==> config.mk <==
export PLATFORM = sky130hd
export DESIGN_NAME = cv32e40x_skid_register_flat
export DESIGN_NICKNAME = d
export VERILOG_FILES = /design/src/rtl/cv32e40x_skid_register_if.sv /design/src/rtl/cv32e40x_skid_register.sv /design/src/flat_wrapper.sv
export SDC_FILE = /design/constraint.sdc
export NUM_CORES = 1
export LEC_CHECK = 0
export ABC_AREA = 1
export CAP_MARGIN = 5
export CORE_UTILIZATION = 45
export DETAILED_ROUTE_END_ITERATION = 7
export HOLD_SLACK_MARGIN = 0.05
export PLACE_DENSITY = 0.77
export SLEW_MARGIN = 0
export SYNTH_ARGS = -nofsm -noshare
export SYNTH_HDL_FRONTEND = slang
export SYNTH_SLANG_ARGS = --single-unit
==> constraint.sdc <==
create_clock -name clk -period 1.2 [get_ports clk]
set_input_delay 0.24 -clock clk [delete_from_list [all_inputs] [get_ports clk]]
set_output_delay 0.24 -clock clk [all_outputs]
set_load 0.1 [all_outputs]
==> src/rtl/cv32e40x_skid_register_if.sv <==
// cv32e40x_skid_register_if: valid/ready bus between producer, skid register and consumer
interface cv32e40x_skid_register_if #(
  parameter int WORD_WIDTH = 32
);
  logic                  valid_in;
  logic                  ready_out;
  logic [WORD_WIDTH-1:0] data_in;
  logic                  valid_out;
  logic                  ready_in;
  logic [WORD_WIDTH-1:0] data_out;
  modport slave (input valid_in, data_in, ready_in, output ready_out, valid_out, data_out);
  modport master (output valid_in, data_in, ready_in, input ready_out, valid_out, data_out);
endinterface

==> src/rtl/cv32e40x_skid_register.sv <==
// cv32e40x_skid_register: two-entry valid/ready pipeline register with fully registered ready_out
module cv32e40x_skid_register #(
  parameter int                    WORD_WIDTH  = 32,
  parameter logic [WORD_WIDTH-1:0] RESET_VALUE = '0
) (
  input logic                      clk,
  input logic                      rst_n,
  input logic                      flush,
  cv32e40x_skid_register_if.slave  bus
);
  // State bits are {valid_out, ready_out}, so both outputs come straight from flops
  typedef enum logic [1:0] {EMPTY = 2'b01, BUSY = 2'b11, FULL = 2'b10} state_e;
  state_e                state_q, state_d;
  logic [WORD_WIDTH-1:0] main_q, skid_q;
  logic                  in_hs, out_hs, main_ld, skid_ld, main_from_skid;
  assign bus.ready_out = state_q[0];
  assign bus.valid_out = state_q[1];
  assign bus.data_out  = main_q;
  assign in_hs         = bus.valid_in & bus.ready_out;
  assign out_hs        = bus.valid_out & bus.ready_in;
  always_comb begin
    state_d        = state_q;
    main_ld        = 1'b0;
    skid_ld        = 1'b0;
    main_from_skid = 1'b0;
    case (state_q)
      EMPTY: begin
        main_ld = in_hs;
        state_d = in_hs ? BUSY : EMPTY;
      end
      BUSY: begin
        main_ld = in_hs & out_hs;
        skid_ld = in_hs & ~out_hs;
        state_d = (in_hs & ~out_hs) ? FULL : (out_hs & ~in_hs) ? EMPTY : BUSY;
      end
      FULL: begin
        main_ld        = out_hs;
        main_from_skid = out_hs;
        state_d        = out_hs ? BUSY : FULL;
      end
      default: state_d = EMPTY;
    endcase
    if (flush) state_d = EMPTY;
  end
  always_ff @(posedge clk or negedge rst_n) begin
    if (!rst_n) state_q <= EMPTY;
    else        state_q <= state_d;
  end
  always_ff @(posedge clk or negedge rst_n) begin
    if (!rst_n) begin
      main_q <= RESET_VALUE;
      skid_q <= RESET_VALUE;
    end else if (flush) begin
      main_q <= RESET_VALUE;
      skid_q <= RESET_VALUE;
    end else begin
      if (main_ld) main_q <= main_from_skid ? skid_q : bus.data_in;
      if (skid_ld) skid_q <= bus.data_in;
    end
  end
endmodule
==> src/flat_wrapper.sv <==
// flat-port wrapper written by rule: the top's interface ports become plain ports
module cv32e40x_skid_register_flat 
#(
  parameter int                    WORD_WIDTH  = 32,
  parameter logic [WORD_WIDTH-1:0] RESET_VALUE = '0
)
  (clk, rst_n, flush, bus_valid_in, bus_data_in, bus_ready_in, bus_ready_out, bus_valid_out, bus_data_out);
  cv32e40x_skid_register_if #(.WORD_WIDTH(WORD_WIDTH)) bus_i ();
  input logic clk;
  input logic rst_n;
  input logic flush;
  input wire logic [$bits(bus_i.valid_in)-1:0] bus_valid_in;
  input wire logic [$bits(bus_i.data_in)-1:0] bus_data_in;
  input wire logic [$bits(bus_i.ready_in)-1:0] bus_ready_in;
  output wire logic [$bits(bus_i.ready_out)-1:0] bus_ready_out;
  output wire logic [$bits(bus_i.valid_out)-1:0] bus_valid_out;
  output wire logic [$bits(bus_i.data_out)-1:0] bus_data_out;
  assign bus_i.valid_in = bus_valid_in;
  assign bus_i.data_in = bus_data_in;
  assign bus_i.ready_in = bus_ready_in;
  assign bus_ready_out = bus_i.ready_out;
  assign bus_valid_out = bus_i.valid_out;
  assign bus_data_out = bus_i.data_out;
  cv32e40x_skid_register #(.WORD_WIDTH(WORD_WIDTH), .RESET_VALUE(RESET_VALUE)) u_core (.clk(clk), .rst_n(rst_n), .flush(flush), .bus(bus_i));
endmodule
# --- After elaboration in Yosys (flattened, before gate mapping) ---
# Index checks and enable logic that the tools add are counted.
totals:
  ff_bits: 66
  latch_bits: 0
  ramBits: 0
  mem_bits_ro: 0
  in_bits: 37
  output_inout_bits: 34
  memories: 0
op_classes:
  n_addsub: 0
  n_mul: 0
  n_div: 0
  n_lt_le_gt_ge: 0
  eq_ne: 3
  n_shift: 0
  mux: 14
  n_bitwise: 7
  n_reduce_logical: 2
ops:
  columns: ["cell", "n"]
  rows:
  - ["$mux W32", 5]
  - ["$mux W2", 4]
  - ["$pmux W2 S3", 1]
  - ["$and A1 B1 Y1", 5]
  - ["$eq A2 B2 Y1 const B", 2]
  - ["$reduce_bool A2 Y1", 2]
  - ["$mux W1", 3]
  - ["$pmux W1 S3", 1]
  - ["$eq A2 B1 Y1 const B", 1]
  - ["$not A1 Y1", 2]

# --- Longest topological paths before layout ---
# Gate-level depths: netlist of run 1.
depth:
  word_depth: 7
  depth_mapped: 8
  mapped_depth_nobuf: 7

# --- Worst setup path before layout of run 1 ---
# No wires, ideal clock.
synth_timing:
  kind: "reg-to-reg"
  startpoint: "register u_core.state_q[1]"
  endpoint: "register u_core.skid_q[15]"
  setup_time_ns: 0.117
  arrival_time_ns: 1.637
  t_required_ns: 1.083
  setup_slack_ns: -0.553
  path_stages_with_launch: 7
  n_path_buf: 1
  cell_sequence: "dfrtp_1 -> nand2_2 -> nor2_4 -> nor2_4 -> buf_2 -> nand2_1 -> nand2_1"
synth_between:
  elab_chain_cells: 5
synth_lines:
  columns: ["element", "line_no", "rtl"]
  rows:
  - ["start, declared", "cv32e40x_skid_register.sv:13", "state_e state_q, state_d;"]
  - ["start signal, assigned", "cv32e40x_skid_register.sv:47", "else state_q <= state_d;"]
  - ["$and A1 B1 Y1", "cv32e40x_skid_register.sv:20", "assign out_hs = bus.valid_out & bus.ready_in;"]
  - ["$not A1 Y1", "cv32e40x_skid_register.sv:33", "skid_ld = in_hs & ~out_hs;"]
  - ["$and A1 B1 Y1", "cv32e40x_skid_register.sv:33", null]
  - ["$mux W1 (*)", "cv32e40x_skid_register.sv:26", "case (state_q)"]
  - ["$reduce_bool A2 Y1 (no source line) (*)", null, null]
  - ["end signal, assigned", "cv32e40x_skid_register.sv:58", "if (skid_ld) skid_q <= bus.data_in;"]
  - ["end, declared", "cv32e40x_skid_register.sv:14", "logic [WORD_WIDTH-1:0] main_q, skid_q;"]
# Mark *: on every way between the ends. The rest lies on a longest branch, timed or not.
# A chain may end at the register's enable or synchronous reset.

# --- Worst setup path in the final report of run 1 ---
layout_timing:
  startpoint: "register u_core.state_q[0]"
  endpoint: "register u_core.skid_q[9]"
layout_between:
  elab_chain_cells: 4
layout_lines:
  columns: ["element", "line_no", "rtl"]
  rows:
  - ["$and A1 B1 Y1", "cv32e40x_skid_register.sv:19", "assign in_hs = bus.valid_in & bus.ready_out;"]
  - ["$and A1 B1 Y1", "cv32e40x_skid_register.sv:33", null]
  - ["$mux W1 (*)", "cv32e40x_skid_register.sv:26", null]
  - ["$reduce_bool A2 Y1 (no source line) (*)", null, null]
# Marked as above.

==> results of run 1 <==
-- cells by family (layout without fill, tap and decap cells) --
| kind of cell | after synthesis | count (layout) | synth area share, % |
|---|---|---|---|
| AOI/OAI and AO/OA | 2 | 2 | 0.403 |
| buffers and inverters | 35 | 142 | 5.52 |
| DFF | 66 | 66 | 53.2 |
| and+or+nand+nor | 298 | 300 | 40.9 |
-- power by group --
part	internal (uW)	switching [uW]	total (uW)
combinational	648	1010	1660
sequential	2330	106	2430
clock	1060	877	1940
total	4030	2000	6030
-- critical path: stages, from the launching register on --
cell,delay [ns]
dfstp_4,0.63
buf_6,0.12
nand2_4,0.07
nor2_4,0.18
buf_6,0.13
nor2_4,0.04
clkbuf_16,0.18
nand2_2,0.06
nand2_1,0.05
-- sequential cells by signal, indices dropped and copies added (netlist names) --
| name | cells |
|---|---|
| u_core.state_q | 2 |
| u_core.skid_q | 32 |
| u_core.bus.data_out | 32 |
-- area by class of cell --
class	instances	area, um^2	area share [%]
clock inverter	5	52.6	1.03
inverter	6	22.5	0.440
multi-input combinational	302	1520	29.8
timing repair buffer	120	1610	31.5
clock buffer	11	151	2.96
tap	77	96.3	1.88
sequential	66	1660	32.4
-- synth_stat cells (all sizes together) --
library cell / instances
o21ai: 1
inv: 6
o211ai: 1
clkbuf: 5
buf: 24
nand2: 197
nand3: 97
dfstp: 1
nor2: 4
dfrtp: 65
-- stage by stage --
step / setup slack, ns / hold WS, ns
6_report: -0.364 / 0.351
5_1_grt: -0.421 / 0.390
4_1_cts: -0.307 / 0.356
3_5_place_dp: -0.709 / 0.175
3_3_place_gp: -0.638 / 0.172
2_1_floorplan: -0.297 / -0.0556
-- final timing paths --
check	from	endpoint	slack (ns)	depth (start not counted)
min	rst_n	u_core.bus.data_out[6]	0.35	2
min in group clk	bus_data_in[30]	u_core.skid_q[30]	0.47	3
max reg2reg	u_core.state_q[0]	u_core.skid_q[9]	-0.36	8
max in group asynchronous	rst_n	u_core.skid_q[26]	0.31	3
max	u_core.state_q[0]	u_core.skid_q[9]	-0.36	8
min reg2reg	u_core.skid_q[6]	u_core.skid_q[6]	0.48	2
-- repair_timing --
| item | 4_1_cts | 5_1_grt |
|---|---|---|
| gates cloned | 3 | 4 |
| setup buffers | 6 | 17 |
| endpoints found under the hold margin | 10 | 0 |
| pin swaps | 2 | 10 |
| resized for setup | 17 | 65 |
| setup endpoints to repair | 72 | 93 |
| hold buffers | 1 | 0 |
-- layer usage --
metal  global-route usage, %  vias up  share of wire, %
met5                       0        -                 0
met2                    41.1      207                51
met1                    31.7     1601                37
met3                    5.06       40               8.3
li1                        -     1493                 -
met4                    13.3        0               3.8
==> impl_metrics.yaml, run 1 <==
yosys:
  netlist_top_cells_area: "dfrtp_1 (52%), nand2_1 (24%), nand3_1 (16%), buf_2 (3.2%), nor2_4 (1.1%)"
  synth_area_um2: 3110
  synth-warning-count: 0
  syn-num-nets: 438
  synth_largest_area_cell: "dfrtp_1"
  synth.top_cell.area_share_pct: 52.4
  ys_ff_latch: 66
  avgSynthCellArea_um2: 7.75
  ys_seq_area_share_pct: 53.2
  synth_cell_type_count: 14
  synthCells: 401
grt:
  grt_pass1_vias: 2951
  grt.overflow.total: 0
  grt_max_degree: 36
  grt_pass1_wl_mm: 14.1
  track_usage_pct: 25.1
  antenna_found_initial: 0
route:
  finalWirelength_mm: 10.1
  wire_per_inst_um: 17.2
  initialDrtViolationCount: 372
  vias_per_cell: 5.69
  num_vias: 3341
  firstDrtPassIters: 5
  ant_nets: 0
  drcViolationCount: 0
setup_path:
  start_kind: "flop"
  critPathArrivalTime_ns: 1.80
  path_class: "reg -> reg"
  worst_setup_path_end_kind: "flop"
  cp_data_required_time_ns: 1.44
  crit_path_max_fanout: 7
sta:
  final-setup-viol-count: 73
  slew_violations: 0
  tns_ns: -20.80
  hold_viol_final: 0
  slew_headroom_pct: 68.1
  worst_pin_slew_ns: 0.478
  fin_crit_sh_pct: 130
  period_needed_ns: 1.56
  layout_setup_ws_ns: -0.364
  skew_ns: 0.00816
  rsz0062_at_grt: "yes"
  maxClockFrequency_mhz: 639
final_layout:
  antenna_cells: 0
  area_growth_pct: 64.8
  design_area_um2: 5120
  drive_gt1_share_pct: 32.9
  instances_no_fill: 587
  num-nets-final: 542
  final_cell_mix: "nand2_1 (146), nand3_1 (92), dfrtp_1 (64), buf_12 (42), nand2_2 (40)"
  nFillCells: 384
  mostFrequentLayoutCell: "nand2_1"
  final_util_pct: 78.8
clocking:
  root_buffer: "clkbuf_8"
  cts_tree: "built"
  numCtsBuffers: 9
  clock_path_buffers: 2
  clk_pin_slew_ns: 0.07
  clock_latency_ns: 0.35
  htree_num_levels: 3
  cts.sinks: 66
place:
  dpl.cell_count: 540
  io_buffers: 70
  placed_area_um2: 4340
  place.gp.congestion: 0.789
  hpwlAfterDp_mm: 5.09
power:
  powerDensity_nw_per_um2: 1180
  power_uw: 6030
  p_leak_uw: 0.00269
  ir_drop_mv: 0.760
worst_hold_path:
  hold_path.class: "in -> async"
die:
  die_h_um: 85.1
  die_x_um: 85.1
  dieArea_um2: 7240
  rows: 29
  ios: 71
  initial_core_util_pct: 47.8
  design.core.area_um2: 6490
run_status:
  violations: "negative setup slack"
  outcome: "finished with violations"
run:
  cap_viol_max_count: 0
Power figures use the tool's default switching activity.
==> inputs of run 2 (changes only) <==
--- a/config.mk
+++ b/config.mk
@@ -7,10 +7,12 @@
 export LEC_CHECK = 0
 export ABC_AREA = 1
 export CAP_MARGIN = 5
+export CORE_MARGIN = 1.5
 export CORE_UTILIZATION = 45
 export DETAILED_ROUTE_END_ITERATION = 7
 export HOLD_SLACK_MARGIN = 0.05
 export PLACE_DENSITY = 0.77
+export RECOVER_POWER = 50
 export SLEW_MARGIN = 0
 export SYNTH_ARGS = -nofsm -noshare
 export SYNTH_HDL_FRONTEND = slang
==> constraint.sdc (replaced) <==
create_clock -name clk -period 1.2 [get_ports clk]
set_input_delay 0.24 -clock clk [delete_from_list [all_inputs] [get_ports clk]]
set_output_delay 0.24 -clock clk [all_outputs]
set_load 0.02 [all_outputs]
==> run 2 against run 1 <==
  * The flow still finishes with violations (negative setup slack)
  * Sequential cell count unchanged
  * Hold slack improved by 0.10 ns
  * Global-route usage decreased by 2.4 points
  * Combinational power decreased by 51%
  * Worst setup slack improved by 0.21 ns
  * Wire length decreased by 18%
  * First-iteration DRC count decreased by 34%
  * Clock skew about the same
  * Fmax increased by 16%
  * Final cell count decreased by 3.6%
  * Via count decreased by 10%
  * Critical endpoint is now u_core.skid_q[11]
  * Highest routed layer unchanged
==> impl_metrics.yaml, run 2 (synthesis results as in run 1) <==
setup_path:
  start_kind: "flop"
  cp_data_required_time_ns: 1.48
  crit_path_max_fanout: 16
  critPathArrivalTime_ns: 1.64
  path_cells: "nand2_4 > nor2_4 > clkbuf_16 > nand3_1 > nand2_1"
  critPathLaunch: "u_core.state_q[0]"
  cpPeakStageDelay_ns: 0.58
  worst_setup_path_end_kind: "flop"
  crit_slowest_cell: "dfstp_2"
  path_class: "reg -> reg"
  worstReg2RegStart: "u_core.state_q[0]"
sta:
  maxClockFrequency_mhz: 740
  skew_ns: 0.00859
  layout_setup_ws_ns: -0.151
  holdWs_ns: 0.454
  slew_headroom_pct: 59.6
  final-setup-viol-count: 66
  worst_pin_slew_ns: 0.606
  period_needed_ns: 1.35
  slew_violations: 0
  hold_viol_final: 0
  fin_crit_sh_pct: 113
  rsz0062_at_grt: "yes"
power:
  p_sw_share_pct: 27.0
  ir_drop_mv: 0.592
  p_leak_uw: 0.00236
  power_uw: 5100
  p_int_uw: 3720
  seq_power_share_pct: 46.7
  p_clk_share_pct: 37.4
  p_switching_uw: 1380
  combPwrFrac_pct: 15.8
  powerDensity_nw_per_um2: 1200
grt:
  grt_pass1_wl_mm: 13.0
  track_usage_pct: 22.7
  antenna_found_initial: 0
  grt.overflow.total: 0
  grt_max_degree: 67
  grt_pass1_vias: 2729
die:
  ios: 71
  initial_core_util_pct: 46.2
  die_x_um: 86.1
  design.core.area_um2: 6720
  die_h_um: 86.1
  dieArea_um2: 7410
  rows: 30
final_layout:
  antenna_cells: 0
  seq_area_um2: 1650
  num-nets-final: 518
  instances_no_fill: 566
  drive_gt1_share_pct: 20.0
  final_cell_mix: "nand2_1 (190), nand3_1 (94), dfrtp_1 (64), buf_2 (34), clkdlybuf4s50_1 (33)"
  area_growth_pct: 36.2
  nFillCells: 564
  mostFrequentLayoutCell: "nand2_1"
  design_area_um2: 4230
  multi_input_area_um2: 1350
worst_hold_path:
  hold_start: "flush"
  hold_path.class: "in -> reg"
run_status:
  violations: "negative setup slack"
  outcome: "finished with violations"
place:
  io_buffers: 70
  dpl.cell_count: 544
  placed_area_um2: 4030
  place.gp.congestion: 0.818
  hpwlAfterDp_mm: 5.09
route:
  firstDrtPassIters: 4
  ant_nets: 0
  vias_per_cell: 5.30
  drcViolationCount: 0
  finalWirelength_mm: 8.32
  num_vias: 3000
  wire_per_inst_um: 14.7
  initialDrtViolationCount: 244
clocking:
  numCtsBuffers: 9
  cts.sinks: 66
  clock_path_buffers: 2
  root_buffer: "clkbuf_8"
  htree_num_levels: 3
  cts_tree: "built"
  clock_latency_ns: 0.35
  clk_pin_slew_ns: 0.07
run:
  cap_viol_max_count: 0
run 2: cell types whose count changed in the layout (fill, tap and decap cells not counted), sizes merged:
| cell | delta |
|---|---|
| dlymetal6s2s | +1 |
| dlygate4sd2 | +1 |
| nor2 | -1 |
| buf | -22 |
| clkdlybuf4s50 | -2 |
| clkbuf | -1 |
run 2: repair_timing:
action,in CTS,in global routing
buffers inserted,0,2
setup endpoints to repair,98,67
hold buffers,1,0
gates resized for setup,146,15
endpoints found under the hold margin,65,0
pin swaps,2,4
cloned,1,2
run 2: layer usage:
metal,vias up,GRT usage [%],part of all wire [%]
li1,1443,-,-
met1,1411,30.7,42
met2,137,36.2,49
met3,9,6.06,7.1
met4,0,6.60,1.1
met5,-,0,0
run 2: critical path, delay by kind of cell (launching register included):
family	cells	cell delay, ns
and+or+nand+nor	4	0.48
buffers and inverters	1	0.24
DFF	1	0.58
run 2: path summary, 6_finish.rpt:
kind / to / slack, ns / cells past startpoint
worst max-delay path: u_core.skid_q[11] / -0.15 / 5
worst min-delay path: u_core.skid_q[23] / 0.45 / 4
worst max register to register: u_core.skid_q[11] / -0.15 / 5
worst min register to register: u_core.skid_q[11] / 0.48 / 2
max in group asynchronous: u_core.state_q[1] / 0.24 / 3
min in group asynchronous: u_core.bus.data_out[9] / 0.49 / 3
run 2: layout make-up:
class | count | share of cell area [%]
Clock buffer | 11 | 3.58
Clock inverter | 5 | 1.24
Inverter | 6 | 0.532
Multi-Input combinational cell | 301 | 31.9
Sequential cell | 66 | 39.1
Tap cell | 80 | 2.37
Timing Repair Buffer | 97 | 21.3
run 2: power groups by stage:
| stage | clock [uW] | sequential, uW | combinational (uW) |
|---|---|---|---|
| 4_1_cts | 1940 | 2380 | 763 |
| 2_1_floorplan | 0 | 2510 | 288 |
| 3_3_place_gp | 0 | 2420 | 802 |
| 5_1_grt | 2050 | 2390 | 875 |
| 6_report | 1910 | 2380 | 807 |
| 3_5_place_dp | 0 | 2420 | 812 |
run 2: stage by stage:
stage               util, %  setup TNS (ns)  setup WS (ns)
detailed placement     60.0          -33.62         -0.608
global placement       60.0          -33.20         -0.562
CTS                    61.2           -6.49         -0.138
finish                 63.0           -7.76         -0.151
global route           63.0          -11.27         -0.210
floorplan                 -           -4.77         -0.113
==> inputs of run 3 (changes only) <==
--- a/config.mk
+++ b/config.mk
@@ -6,7 +6,7 @@
 export NUM_CORES = 1
 export LEC_CHECK = 0
 export ABC_AREA = 1
-export CAP_MARGIN = 5
+export CAP_MARGIN = 20
 export CORE_MARGIN = 1.5
 export CORE_UTILIZATION = 45
 export DETAILED_ROUTE_END_ITERATION = 7
==> results of run 3 <==
Final layout, timing and power as in run 2 (identical DEF).
